## src/rtl/pll_clken_pkg.sv

```systemverilog
// Shared types and defaults for the post-PLL clock controller.
//   pll_state_t : lock/reset sequencing states
//   *_DEF       : default channel count and widths
package pll_clken_pkg;

  typedef enum logic [1:0] {WAIT_LOCK, STABLE, RUN, HOLD} pll_state_t;

  localparam int NCH_DEF    = 4;
  localparam int DIV_W_DEF  = 16;
  localparam int LOSS_W_DEF = 8;

endpackage

```

## src/rtl/clken_div_chan.sv

```systemverilog
// One clock-enable channel: shadow divisor, active divisor, counter, strobe.
//   clock_in : PLL output clock
//   reset_n  : synchronous active-low reset
//   run      : controller is in RUN; counter is held at zero otherwise
//   wr       : load wr_val into the shadow divisor
//   wr_val   : new divisor
//   ce       : one-cycle enable strobe, high on the last count of a period
module clken_div_chan #(
  parameter int               DIV_W    = 16,
  parameter logic [DIV_W-1:0] DIV_INIT = DIV_W'(4)
) (
  input  logic             clock_in,
  input  logic             reset_n,
  input  logic             run,
  input  logic             wr,
  input  logic [DIV_W-1:0] wr_val,
  output logic             ce
);

  logic [DIV_W-1:0] shadow, act, cnt;
  logic             wrap;

  // Divisors 0 and 1 both mean "every cycle"; the short-circuit also keeps
  // act-1 from underflowing when act is 0.
  assign wrap = (act <= DIV_W'(1)) || (cnt == act - DIV_W'(1));
  assign ce   = run && wrap;

  always_ff @(posedge clock_in) begin
    if (!reset_n) begin
      shadow <= DIV_INIT;
      act    <= DIV_INIT;
      cnt    <= '0;
    end else begin
      if (wr) shadow <= wr_val;
      // The active divisor only changes on a period boundary, so a write that
      // lands on the wrap cycle is picked up at the wrap after this one.
      if (!run || wrap) begin
        cnt <= '0;
        act <= shadow;
      end else begin
        cnt <= cnt + DIV_W'(1);
      end
    end
  end

endmodule

```

## src/rtl/pll_clken_ctrl.sv

```systemverilog
// Post-PLL clock controller. Qualifies PLL lock, sequences the core reset,
// produces NCH phase-aligned clock-enable strobes and counts lock losses.
//   clock_in    : PLL output clock (only clock)
//   reset_n     : synchronous active-low reset
//   locked      : raw PLL lock, asynchronous to clock_in
//   div_wr      : divisor write strobe
//   div_sel     : channel index for the write (out-of-range ignored)
//   div_val     : new divisor
//   lost_clr    : clears lost_sticky
//   sys_reset_n : registered core reset, active-low
//   ce          : per-channel one-cycle enable strobes
//   lost_sticky : set on a lock loss while running
//   lost_cnt    : saturating lock-loss count
module pll_clken_ctrl
  import pll_clken_pkg::*;
#(
  parameter int                          NCH         = NCH_DEF,
  parameter int                          DIV_W       = DIV_W_DEF,
  parameter logic [NCH-1:0][DIV_W-1:0]   DIV_INIT    = {DIV_W'(50), DIV_W'(16), DIV_W'(8), DIV_W'(4)},
  parameter int                          LOCK_STABLE = 1024,
  parameter int                          RST_HOLD    = 16,
  parameter int                          LOSS_W      = LOSS_W_DEF,
  parameter int                          SEL_W       = (NCH > 1) ? $clog2(NCH) : 1
) (
  input  logic              clock_in,
  input  logic              reset_n,
  input  logic              locked,
  input  logic              div_wr,
  input  logic [SEL_W-1:0]  div_sel,
  input  logic [DIV_W-1:0]  div_val,
  input  logic              lost_clr,
  output logic              sys_reset_n,
  output logic [NCH-1:0]    ce,
  output logic              lost_sticky,
  output logic [LOSS_W-1:0] lost_cnt
);

  // One counter serves both the stability window and the reset hold.
  localparam int CNT_MAX = (LOCK_STABLE > RST_HOLD) ? LOCK_STABLE : RST_HOLD;
  localparam int CNT_W   = $clog2(CNT_MAX + 1);
  localparam logic [CNT_W-1:0] STAB_LAST = CNT_W'(LOCK_STABLE - 1);
  localparam logic [CNT_W-1:0] HOLD_LAST = CNT_W'(RST_HOLD - 1);

  pll_state_t       state;
  logic [1:0]       sync;
  logic             locked_s;
  logic [CNT_W-1:0] tcnt;
  logic             run;

  assign locked_s = sync[1];
  assign run      = (state == RUN);

  always_ff @(posedge clock_in) begin
    if (!reset_n) begin
      sync        <= '0;
      state       <= WAIT_LOCK;
      tcnt        <= '0;
      sys_reset_n <= 1'b0;
      lost_sticky <= 1'b0;
      lost_cnt    <= '0;
    end else begin
      sync <= {sync[0], locked};
      // Placed before the FSM so a loss on the same edge overrides the clear.
      if (lost_clr) lost_sticky <= 1'b0;
      case (state)
        WAIT_LOCK: begin
          tcnt <= '0;
          if (locked_s) state <= STABLE;
        end
        STABLE: begin
          if (!locked_s) begin
            state <= WAIT_LOCK;
            tcnt  <= '0;
          end else if (tcnt == STAB_LAST) begin
            state       <= RUN;
            sys_reset_n <= 1'b1;
            tcnt        <= '0;
          end else begin
            tcnt <= tcnt + CNT_W'(1);
          end
        end
        RUN: begin
          if (!locked_s) begin
            state       <= HOLD;
            sys_reset_n <= 1'b0;
            tcnt        <= '0;
            lost_sticky <= 1'b1;
            if (lost_cnt != '1) lost_cnt <= lost_cnt + LOSS_W'(1);
          end
        end
        HOLD: begin
          // Exit does not look at lock; WAIT_LOCK re-qualifies it.
          if (tcnt == HOLD_LAST) begin
            state <= WAIT_LOCK;
            tcnt  <= '0;
          end else begin
            tcnt <= tcnt + CNT_W'(1);
          end
        end
        default: begin
          state       <= WAIT_LOCK;
          sys_reset_n <= 1'b0;
          tcnt        <= '0;
        end
      endcase
    end
  end

  // Every channel counter sits at zero until RUN, so all strobes are
  // phase-aligned to the first RUN cycle.
  for (genvar g = 0; g < NCH; g++) begin : g_chan
    logic wr_g;
    assign wr_g = div_wr && (32'(div_sel) == g);

    clken_div_chan #(
      .DIV_W   (DIV_W),
      .DIV_INIT(DIV_INIT[g])
    ) u_chan (
      .clock_in(clock_in),
      .reset_n (reset_n),
      .run     (run),
      .wr      (wr_g),
      .wr_val  (div_val),
      .ce      (ce[g])
    );
  end

endmodule

```

## config.mk

```make
export PLATFORM = sky130hd
export DESIGN_NAME = pll_clken_ctrl
export DESIGN_NICKNAME = d
export VERILOG_FILES = /design/src/rtl/pll_clken_pkg.sv /design/src/rtl/clken_div_chan.sv /design/src/rtl/pll_clken_ctrl.sv
export SDC_FILE = /design/constraint.sdc
export NUM_CORES = 1
export LEC_CHECK = 0
export BUFFER_PORTS_ARGS = -buffer_cell sky130_fd_sc_hd__buf_4
export CAP_MARGIN = 0
export CORE_UTILIZATION = 30
export DETAILED_ROUTE_END_ITERATION = 12
export PLACE_DENSITY_LB_ADDON = 0.25
export SETUP_SLACK_MARGIN = 0.15
export SYNTH_ARGS = -nofsm -noshare
export SYNTH_HDL_FRONTEND = slang
export SYNTH_SLANG_ARGS = --single-unit
```

## constraint.sdc

```tcl
create_clock -name clock_in -period 4 [get_ports clock_in]
set_input_delay 0.2 -clock clock_in [delete_from_list [all_inputs] [get_ports clock_in]]
set_output_delay 0.2 -clock clock_in [all_outputs]
set_load 0.005 [all_outputs]
```

==> results of run 1 <==
## flip-flops by register name (all words and copies together) (netlist names), named ones only
register              cells
sys_reset_n               1
g_chan.u_chan.cnt        64
state                     1
lost_cnt                  8
sync                      2
lost_sticky               1
g_chan.u_chan.act        64
g_chan.u_chan.shadow     64
tcnt                     11
## area by class of cell
type	count	share of cell area [%]
Clock inverter	18	1.93
Sequential cell	217	34.7
Clock buffer	32	5.71
Timing Repair Buffer	61	4.02
Inverter	21	0.630
Multi-Input combinational cell	1042	48.4
Tap cell	461	4.61
## cell usage in the layout (no fill, tap or decap), types with 8 or more instances in the layout
cell type / count
sky130_fd_sc_hd__clkbuf_16: 27
sky130_fd_sc_hd__nor4_1: 19
sky130_fd_sc_hd__dfxtp_1: 217
sky130_fd_sc_hd__and3_1: 32
sky130_fd_sc_hd__nand2_1: 248
sky130_fd_sc_hd__a21oi_1: 89
sky130_fd_sc_hd__nand4_1: 17
sky130_fd_sc_hd__mux2i_1: 22
sky130_fd_sc_hd__nor2_1: 118
sky130_fd_sc_hd__dlygate4sd3_1: 18
sky130_fd_sc_hd__or3_1: 8
sky130_fd_sc_hd__nand2b_1: 12
sky130_fd_sc_hd__nor3b_1: 14
sky130_fd_sc_hd__and2_1: 8
sky130_fd_sc_hd__o31ai_1: 8
sky130_fd_sc_hd__xor2_1: 62
sky130_fd_sc_hd__inv_1: 20
sky130_fd_sc_hd__ha_1: 13
sky130_fd_sc_hd__buf_4: 43
sky130_fd_sc_hd__nor3_1: 31
sky130_fd_sc_hd__or4_1: 11
sky130_fd_sc_hd__o21ai_0: 61
sky130_fd_sc_hd__nand3_1: 90
sky130_fd_sc_hd__xnor2_1: 83
## cells by family after synthesis
kind of cell / share of synthesized area [%]
and+or+nand+nor: 28.3
DFF: 40.0
AOI/OAI and AO/OA: 11.9
xor gates and xnor gates: 11.7
buffers and inverters: 4.46
muxes: 2.03
adders and majority gates: 1.61
## power by group
group | switching, mW | internal [mW]
Clock | 0.979 | 1.61
Combinational | 0.152 | 0.0982
Sequential | 0.0357 | 2.20
Total | 1.17 | 3.91
## cells in the mapped netlist (all sizes together), types with 20 or more instances
cell,number,share of area (%)
dfxtp,217,40
xnor2,83,6.7
inv,20,0.69
nand3,90,4.1
xor2,62,5.0
o21ai,62,2.9
a21oi,89,4.1
buf,22,1.2
mux2i,22,2.0
and3,32,1.8
nor4,21,1.3
nand2,248,8.6
clkbuf,74,2.6
nor3,32,1.5
nor2,118,4.1
## final timing paths
check | depth (start not counted) | to | slack (ns) | startpoint
worst min-delay path | 2 | g_chan[3].u_chan.act[5]$_SDFFE_PN1P_ | 0.13 | reset_n
worst max-delay path | 8 | ce[3] | 0.34 | g_chan[3].u_chan.act[4]$_SDFFE_PN1P_
worst min register to register | 1 | sync[1]$_SDFF_PN0_ | 0.43 | sync[0]$_SDFF_PN0_
worst max register to register | 10 | g_chan[1].u_chan.act[3]$_SDFFE_PN1P_ | 0.69 | g_chan[1].u_chan.act[0]$_SDFFE_PN0P_
## per-layer routing
metal	track usage [%]	up-vias	wire, µm
li1	-	4708	-
met1	20.3	4244	13300
met2	24.1	125	12100
met3	2.21	30	956
met4	3.76	0	501
met5	0	-	0
## repair_timing
item,in CTS,in global routing
hold endpoints to repair,65,0
hold buffers,18,0
resized for setup,0,3
setup buffers,0,0
endpoints found under the setup margin,0,1
## worst max-delay path: cells and delay by family (launching register included)
kind,cells,cell delay [ns]
flops,1,0.38
compound gates,4,0.82
simple gates,3,1.56
buf+inv,1,0.15
==> flow_results.xml, run 1 <==
<?xml version="1.0" encoding="UTF-8"?>
<metrics>
  <group name="outcome">
    <metric name="run_status" unit="">completed</metric>
  </group>
  <group name="synth">
    <metric name="mappedNetlistNets" unit="">1413</metric>
    <metric name="postSynthCellCount" unit="">1376</metric>
    <metric name="asyncSetResetFlopFracSynth" unit="%">0</metric>
    <metric name="synth-seq-area-share" unit="%">40.0</metric>
    <metric name="synth_area_per_cell" unit="µm²">7.89</metric>
    <metric name="yosys_register_bits" unit="">217</metric>
    <metric name="yosys_warnings" unit="">0</metric>
    <metric name="synth.cell_area" unit="µm²">10900</metric>
    <metric name="number_of_enable_flip_flop_cells_after_synthesis" unit="">0</metric>
    <metric name="synthDistinctLibCells" unit="">63</metric>
    <metric name="yosys_most_used_dff" unit="">sky130_fd_sc_hd__dfxtp_1</metric>
  </group>
  <group name="floorplan">
    <metric name="initial_utilization" unit="%">30.5</metric>
    <metric name="floorplan.rows" unit="">69</metric>
    <metric name="io_pins" unit="">37</metric>
    <metric name="dieWidth" unit="µm">192</metric>
    <metric name="dieHeight" unit="µm">192</metric>
    <metric name="fp.coreArea" unit="µm²">35600</metric>
    <metric name="die-area" unit="µm²">37000</metric>
  </group>
  <group name="global_route">
    <metric name="grt_antenna_before_repair" unit="">0</metric>
    <metric name="globalRouteOverflowTotal" unit="">0</metric>
    <metric name="largest_net_degree_at_the_start_of_global_routing" unit="">85</metric>
    <metric name="wire_length_of_the_first_global_routing_pass" unit="µm">44600</metric>
    <metric name="vias_in_the_first_global_route" unit="">8592</metric>
    <metric name="global_route.usage.total" unit="%">14.8</metric>
  </group>
  <group name="critical_path">
    <metric name="worst_ep_required_time" unit="ns">3.80</metric>
    <metric name="cp_max_fo" unit="">9</metric>
    <metric name="largest_incremental_delay_on_the_critical_path" unit="ns">0.71</metric>
    <metric name="critical_path_class" unit="">reg -&gt; out</metric>
    <metric name="setup.worst_path.start_class" unit="">register</metric>
    <metric name="critical-path-slowest-cell" unit="">sky130_fd_sc_hd__or4_1</metric>
    <metric name="critical-path-top-cell-by-count" unit="">sky130_fd_sc_hd__or4_1</metric>
    <metric name="timing.critical_path.arrival" unit="ns">3.46</metric>
    <metric name="critical_path_capture_point_type" unit="">primary output</metric>
    <metric name="timing.critical_path.cells" unit="">or4_1, or3_1, a211oi_1, o31ai_1, a211o_1, or4_1, a21oi_1, buf_4</metric>
  </group>
  <group name="finish">
    <metric name="post_layout_nonfiller_instances" unit="">1852</metric>
    <metric name="antenna_cells" unit="">0</metric>
    <metric name="flow.area_growth_from_synthesis" unit="%">15.2</metric>
    <metric name="layout-drive-gt1-share" unit="%">8.12</metric>
    <metric name="fillers" unit="">3736</metric>
    <metric name="seq_area" unit="µm²">4340</metric>
    <metric name="final_util" unit="%">35.2</metric>
    <metric name="nNetsFinal" unit="">1407</metric>
    <metric name="post-route-cell-area" unit="µm²">12500</metric>
    <metric name="multi_input_comb_area" unit="µm²">6050</metric>
  </group>
  <group name="timing">
    <metric name="finalCritPeriodShare" unit="%">91.4</metric>
    <metric name="slew_violations" unit="">0</metric>
    <metric name="highest_clock_rate" unit="MHz">273</metric>
    <metric name="hold-worst-slack" unit="ns">0.133</metric>
    <metric name="sum_of_negative_setup_slack" unit="ns">0</metric>
    <metric name="total_setup_violations_reported_at_the_end_of_the_flow" unit="">0</metric>
    <metric name="setup_repair_after_global_routing_missed_its_margin" unit="">no</metric>
    <metric name="post-route-worst-setup-slack" unit="ns">0.342</metric>
    <metric name="hold_viol_final" unit="">0</metric>
    <metric name="finalClockSkew" unit="ns">0.0208</metric>
    <metric name="layout_min_cycle_time" unit="ns">3.66</metric>
    <metric name="timing.max_slew.rel_slack" unit="%">29.3</metric>
    <metric name="worst_pin_slew" unit="ns">1.06</metric>
  </group>
  <group name="hold_path">
    <metric name="holdCritPathClass" unit="">in -&gt; reg</metric>
  </group>
  <group name="clock_network">
    <metric name="cts_buffers" unit="">27</metric>
    <metric name="clk-insertion-delay-late" unit="ns">0.54</metric>
    <metric name="tritoncts" unit="">built</metric>
    <metric name="clk_path_buf_depth" unit="">3</metric>
    <metric name="path_clk_slew" unit="ns">0.06</metric>
    <metric name="clkSinkCount" unit="">217</metric>
    <metric name="clock_tree.htree_level_count" unit="">1</metric>
    <metric name="cts-root-buf" unit="">sky130_fd_sc_hd__clkbuf_16</metric>
  </group>
  <group name="detailed_routing">
    <metric name="detail_route.wl_per_cell" unit="µm">14.5</metric>
    <metric name="route.vias.total" unit="">9107</metric>
    <metric name="drc" unit="">0</metric>
    <metric name="dr.pass1.iters" unit="">5</metric>
    <metric name="routed_via_density" unit="">4.92</metric>
    <metric name="routed_wire_length" unit="µm">26800</metric>
    <metric name="route.antenna.remaining_nets" unit="">0</metric>
    <metric name="drt_first_iter_violations" unit="">581</metric>
  </group>
  <group name="run">
    <metric name="cap_viol_max_count" unit="">0</metric>
  </group>
  <group name="placement">
    <metric name="hpwl" unit="µm">18400</metric>
    <metric name="io_buffer_count" unit="">36</metric>
    <metric name="area_after_detailed_placement" unit="µm²">11400</metric>
    <metric name="routabilityCongestion" unit="">0.849</metric>
    <metric name="place_inst" unit="">1784</metric>
    <metric name="pre_cts_slack" unit="ns">0.744</metric>
  </group>
  <group name="power">
    <metric name="p_per_area" unit="nW/µm²">405</metric>
    <metric name="post-layout-total-power" unit="mW">5.07</metric>
    <metric name="power.static_leakage" unit="nW">4.34</metric>
    <metric name="peakVddDrop" unit="V">0.000418</metric>
  </group>
</metrics>
No activity file was read; power rests on OpenSTA's default activity.
==> run 2: changes to the inputs <==
--- a/config.mk
+++ b/config.mk
@@ -12,2 +12,3 @@
 export PLACE_DENSITY_LB_ADDON = 0.25
+export REMOVE_ABC_BUFFERS = 1
 export SETUP_SLACK_MARGIN = 0.15
--- a/constraint.sdc
+++ b/constraint.sdc
@@ -3,2 +3,2 @@
 set_output_delay 0.2 -clock clock_in [all_outputs]
-set_load 0.005 [all_outputs]
+set_load 0.02 [all_outputs]
==> flow_results.xml, run 2 (same netlist as run 1, synthesis figures left out) <==
<?xml version="1.0" encoding="UTF-8"?>
<metrics>
  <group name="outcome">
    <metric name="run_status" unit="">completed</metric>
  </group>
  <group name="finish">
    <metric name="nNetsFinal" unit="">1410</metric>
    <metric name="antenna_cells" unit="">0</metric>
    <metric name="layout_common_cells" unit="">sky130_fd_sc_hd__nand2_1, sky130_fd_sc_hd__dfxtp_1, sky130_fd_sc_hd__nor2_1</metric>
    <metric name="layout-drive-gt1-share" unit="%">8.54</metric>
    <metric name="post_layout_nonfiller_instances" unit="">1854</metric>
    <metric name="post-route-cell-area" unit="µm²">12600</metric>
    <metric name="flow.area_growth_from_synthesis" unit="%">15.6</metric>
    <metric name="biggestRegsByFlops" unit="">g_chan.u_chan.act (64), g_chan.u_chan.cnt (64), g_chan.u_chan.shadow (64)</metric>
    <metric name="final_util" unit="%">35.3</metric>
    <metric name="most_common_library_cell_in_the_layout_ignoring_fill_and_taps" unit="">sky130_fd_sc_hd__nand2_1</metric>
  </group>
  <group name="detailed_routing">
    <metric name="routed_wire_length" unit="µm">26600</metric>
    <metric name="route.antenna.remaining_nets" unit="">0</metric>
    <metric name="route.vias.total" unit="">9156</metric>
    <metric name="drc" unit="">0</metric>
    <metric name="drt_first_iter_violations" unit="">553</metric>
    <metric name="dr.pass1.iters" unit="">5</metric>
    <metric name="detail_route.wl_per_cell" unit="µm">14.4</metric>
    <metric name="routed_via_density" unit="">4.94</metric>
  </group>
  <group name="timing">
    <metric name="hold_viol_final" unit="">0</metric>
    <metric name="setup_repair_after_global_routing_missed_its_margin" unit="">no</metric>
    <metric name="timing.max_slew.rel_slack" unit="%">25.4</metric>
    <metric name="finalClockSkew" unit="ns">0.0139</metric>
    <metric name="total_setup_violations_reported_at_the_end_of_the_flow" unit="">0</metric>
    <metric name="finalCritPeriodShare" unit="%">91.9</metric>
    <metric name="worst_pin_slew" unit="ns">1.11</metric>
    <metric name="sum_of_negative_setup_slack" unit="ns">0</metric>
    <metric name="layout_min_cycle_time" unit="ns">3.68</metric>
    <metric name="highest_clock_rate" unit="MHz">272</metric>
    <metric name="slew_violations" unit="">0</metric>
  </group>
  <group name="clock_network">
    <metric name="path_clk_slew" unit="ns">0.06</metric>
    <metric name="clk-insertion-delay-late" unit="ns">0.54</metric>
    <metric name="cts-root-buf" unit="">sky130_fd_sc_hd__clkbuf_16</metric>
    <metric name="cts_buffers" unit="">26</metric>
    <metric name="tritoncts" unit="">built</metric>
    <metric name="clk_path_buf_depth" unit="">3</metric>
    <metric name="clkSinkCount" unit="">217</metric>
    <metric name="clock_tree.htree_level_count" unit="">1</metric>
  </group>
  <group name="global_route">
    <metric name="vias_in_the_first_global_route" unit="">8665</metric>
    <metric name="grt_antenna_before_repair" unit="">0</metric>
    <metric name="wire_length_of_the_first_global_routing_pass" unit="µm">44800</metric>
    <metric name="largest_net_degree_at_the_start_of_global_routing" unit="">93</metric>
    <metric name="globalRouteOverflowTotal" unit="">0</metric>
    <metric name="global_route.usage.total" unit="%">14.8</metric>
  </group>
  <group name="critical_path">
    <metric name="critical_path_capture_point_type" unit="">primary output</metric>
    <metric name="startpoint" unit="">g_chan[3].u_chan.act[1]$_SDFFE_PN1P_</metric>
    <metric name="timing.critical_path.arrival" unit="ns">3.48</metric>
    <metric name="critical_path_class" unit="">reg -&gt; out</metric>
    <metric name="worst_r2r_startpoint" unit="">g_chan[1].u_chan.act[0]$_SDFFE_PN0P_</metric>
    <metric name="worst_ep_required_time" unit="ns">3.80</metric>
    <metric name="setup.worst_path.start_class" unit="">register</metric>
    <metric name="cp_max_fo" unit="">9</metric>
  </group>
  <group name="floorplan">
    <metric name="floorplan.rows" unit="">69</metric>
    <metric name="dieHeight" unit="µm">192</metric>
    <metric name="fp.coreArea" unit="µm²">35600</metric>
    <metric name="die-area" unit="µm²">37000</metric>
    <metric name="dieWidth" unit="µm">192</metric>
    <metric name="io_pins" unit="">37</metric>
    <metric name="initial_utilization" unit="%">30.5</metric>
  </group>
  <group name="placement">
    <metric name="routabilityCongestion" unit="">0.794</metric>
    <metric name="area_after_detailed_placement" unit="µm²">11400</metric>
    <metric name="hpwl" unit="µm">18300</metric>
    <metric name="place_inst" unit="">1786</metric>
    <metric name="io_buffer_count" unit="">36</metric>
  </group>
  <group name="hold_path">
    <metric name="start_point_of_the_worst_min_delay_path" unit="">reset_n</metric>
    <metric name="holdCritPathClass" unit="">in -&gt; reg</metric>
  </group>
  <group name="power">
    <metric name="peakVddDrop" unit="V">0.000320</metric>
    <metric name="power.static_leakage" unit="nW">4.36</metric>
    <metric name="p_per_area" unit="nW/µm²">406</metric>
  </group>
  <group name="run">
    <metric name="cap_viol_max_count" unit="">0</metric>
  </group>
</metrics>
[run 2: cell types whose count changed in the layout (fill, tap and decap cells not counted), moves of 2 or more]
cell                       change
sky130_fd_sc_hd__buf_4         +4
sky130_fd_sc_hd__clkinv_2      -2
sky130_fd_sc_hd__clkinv_4      +2
sky130_fd_sc_hd__inv_6         -3
[run 2: worst paths after layout]
path	to	slack, ns	depth (start not counted)
worst min register to register	sync[1]$_SDFF_PN0_	0.43	1
worst max register to register	g_chan[1].u_chan.act[3]$_SDFFE_PN1P_	0.75	10
worst max-delay path	ce[3]	0.32	11
worst min-delay path	g_chan[3].u_chan.act[5]$_SDFFE_PN1P_	0.07	2
[run 2: metal layers]
layer | vias to the layer above | GRT usage (%) | share of wire, %
met5 | - | 0 | 0
met4 | 0 | 3.51 | 2.2
met3 | 35 | 2.85 | 4.6
met2 | 153 | 23.0 | 43
met1 | 4254 | 20.8 | 50
li1 | 4714 | - | -
[run 2: where the power goes]
part	internal (mW)	switching (mW)	total [mW]	leakage [nW]
clock network	1.62	0.985	2.61	0.463
registers	2.20	0.0359	2.23	1.76
logic	0.0990	0.154	0.253	2.14
total	3.92	1.18	5.09	4.36
[run 2: repair_timing]
action                                  4_1_cts  5_1_grt
gates resized for setup                       1        6
endpoints found under the hold margin        66        0
setup buffers                                 0        2
cloned                                        0        0
endpoints found under the setup margin        1        2
hold buffers                                 18        0
[run 2: area by class of cell]
type	instances	area, µm²
fillers	3727	23000
multi-input cells	1042	6070
flip-flops and latches	217	4350
clock buffers	33	728
well taps	461	577
repair buffers	65	533
clock inverters	15	226
inverters	21	78.8
[run 2: through the flow]
stage | hold WS [ns] | total power, mW | setup slack, ns
finish | 0.0717 | 5.09 | 0.322
floorplan | 0.262 | 2.41 | -0.151
detailed placement | 0.414 | 2.52 | 0.524
global route | 0.0916 | 5.30 | 0.171
CTS | 0.0530 | 5.16 | 0.159
global placement | 0.414 | 2.51 | 0.572
[run 2: critical path, stage by stage, from the launching register on]
cell	delay, ns
sky130_fd_sc_hd__dfxtp_1	0.40
sky130_fd_sc_hd__inv_1	0.10
sky130_fd_sc_hd__ha_2	0.24
sky130_fd_sc_hd__nor3b_4	0.19
sky130_fd_sc_hd__buf_4	0.16
sky130_fd_sc_hd__or4b_1	0.48
sky130_fd_sc_hd__o311ai_0	0.12
sky130_fd_sc_hd__a21oi_1	0.17
sky130_fd_sc_hd__a211o_1	0.28
sky130_fd_sc_hd__or4_1	0.42
sky130_fd_sc_hd__a21oi_2	0.19
sky130_fd_sc_hd__buf_4	0.18
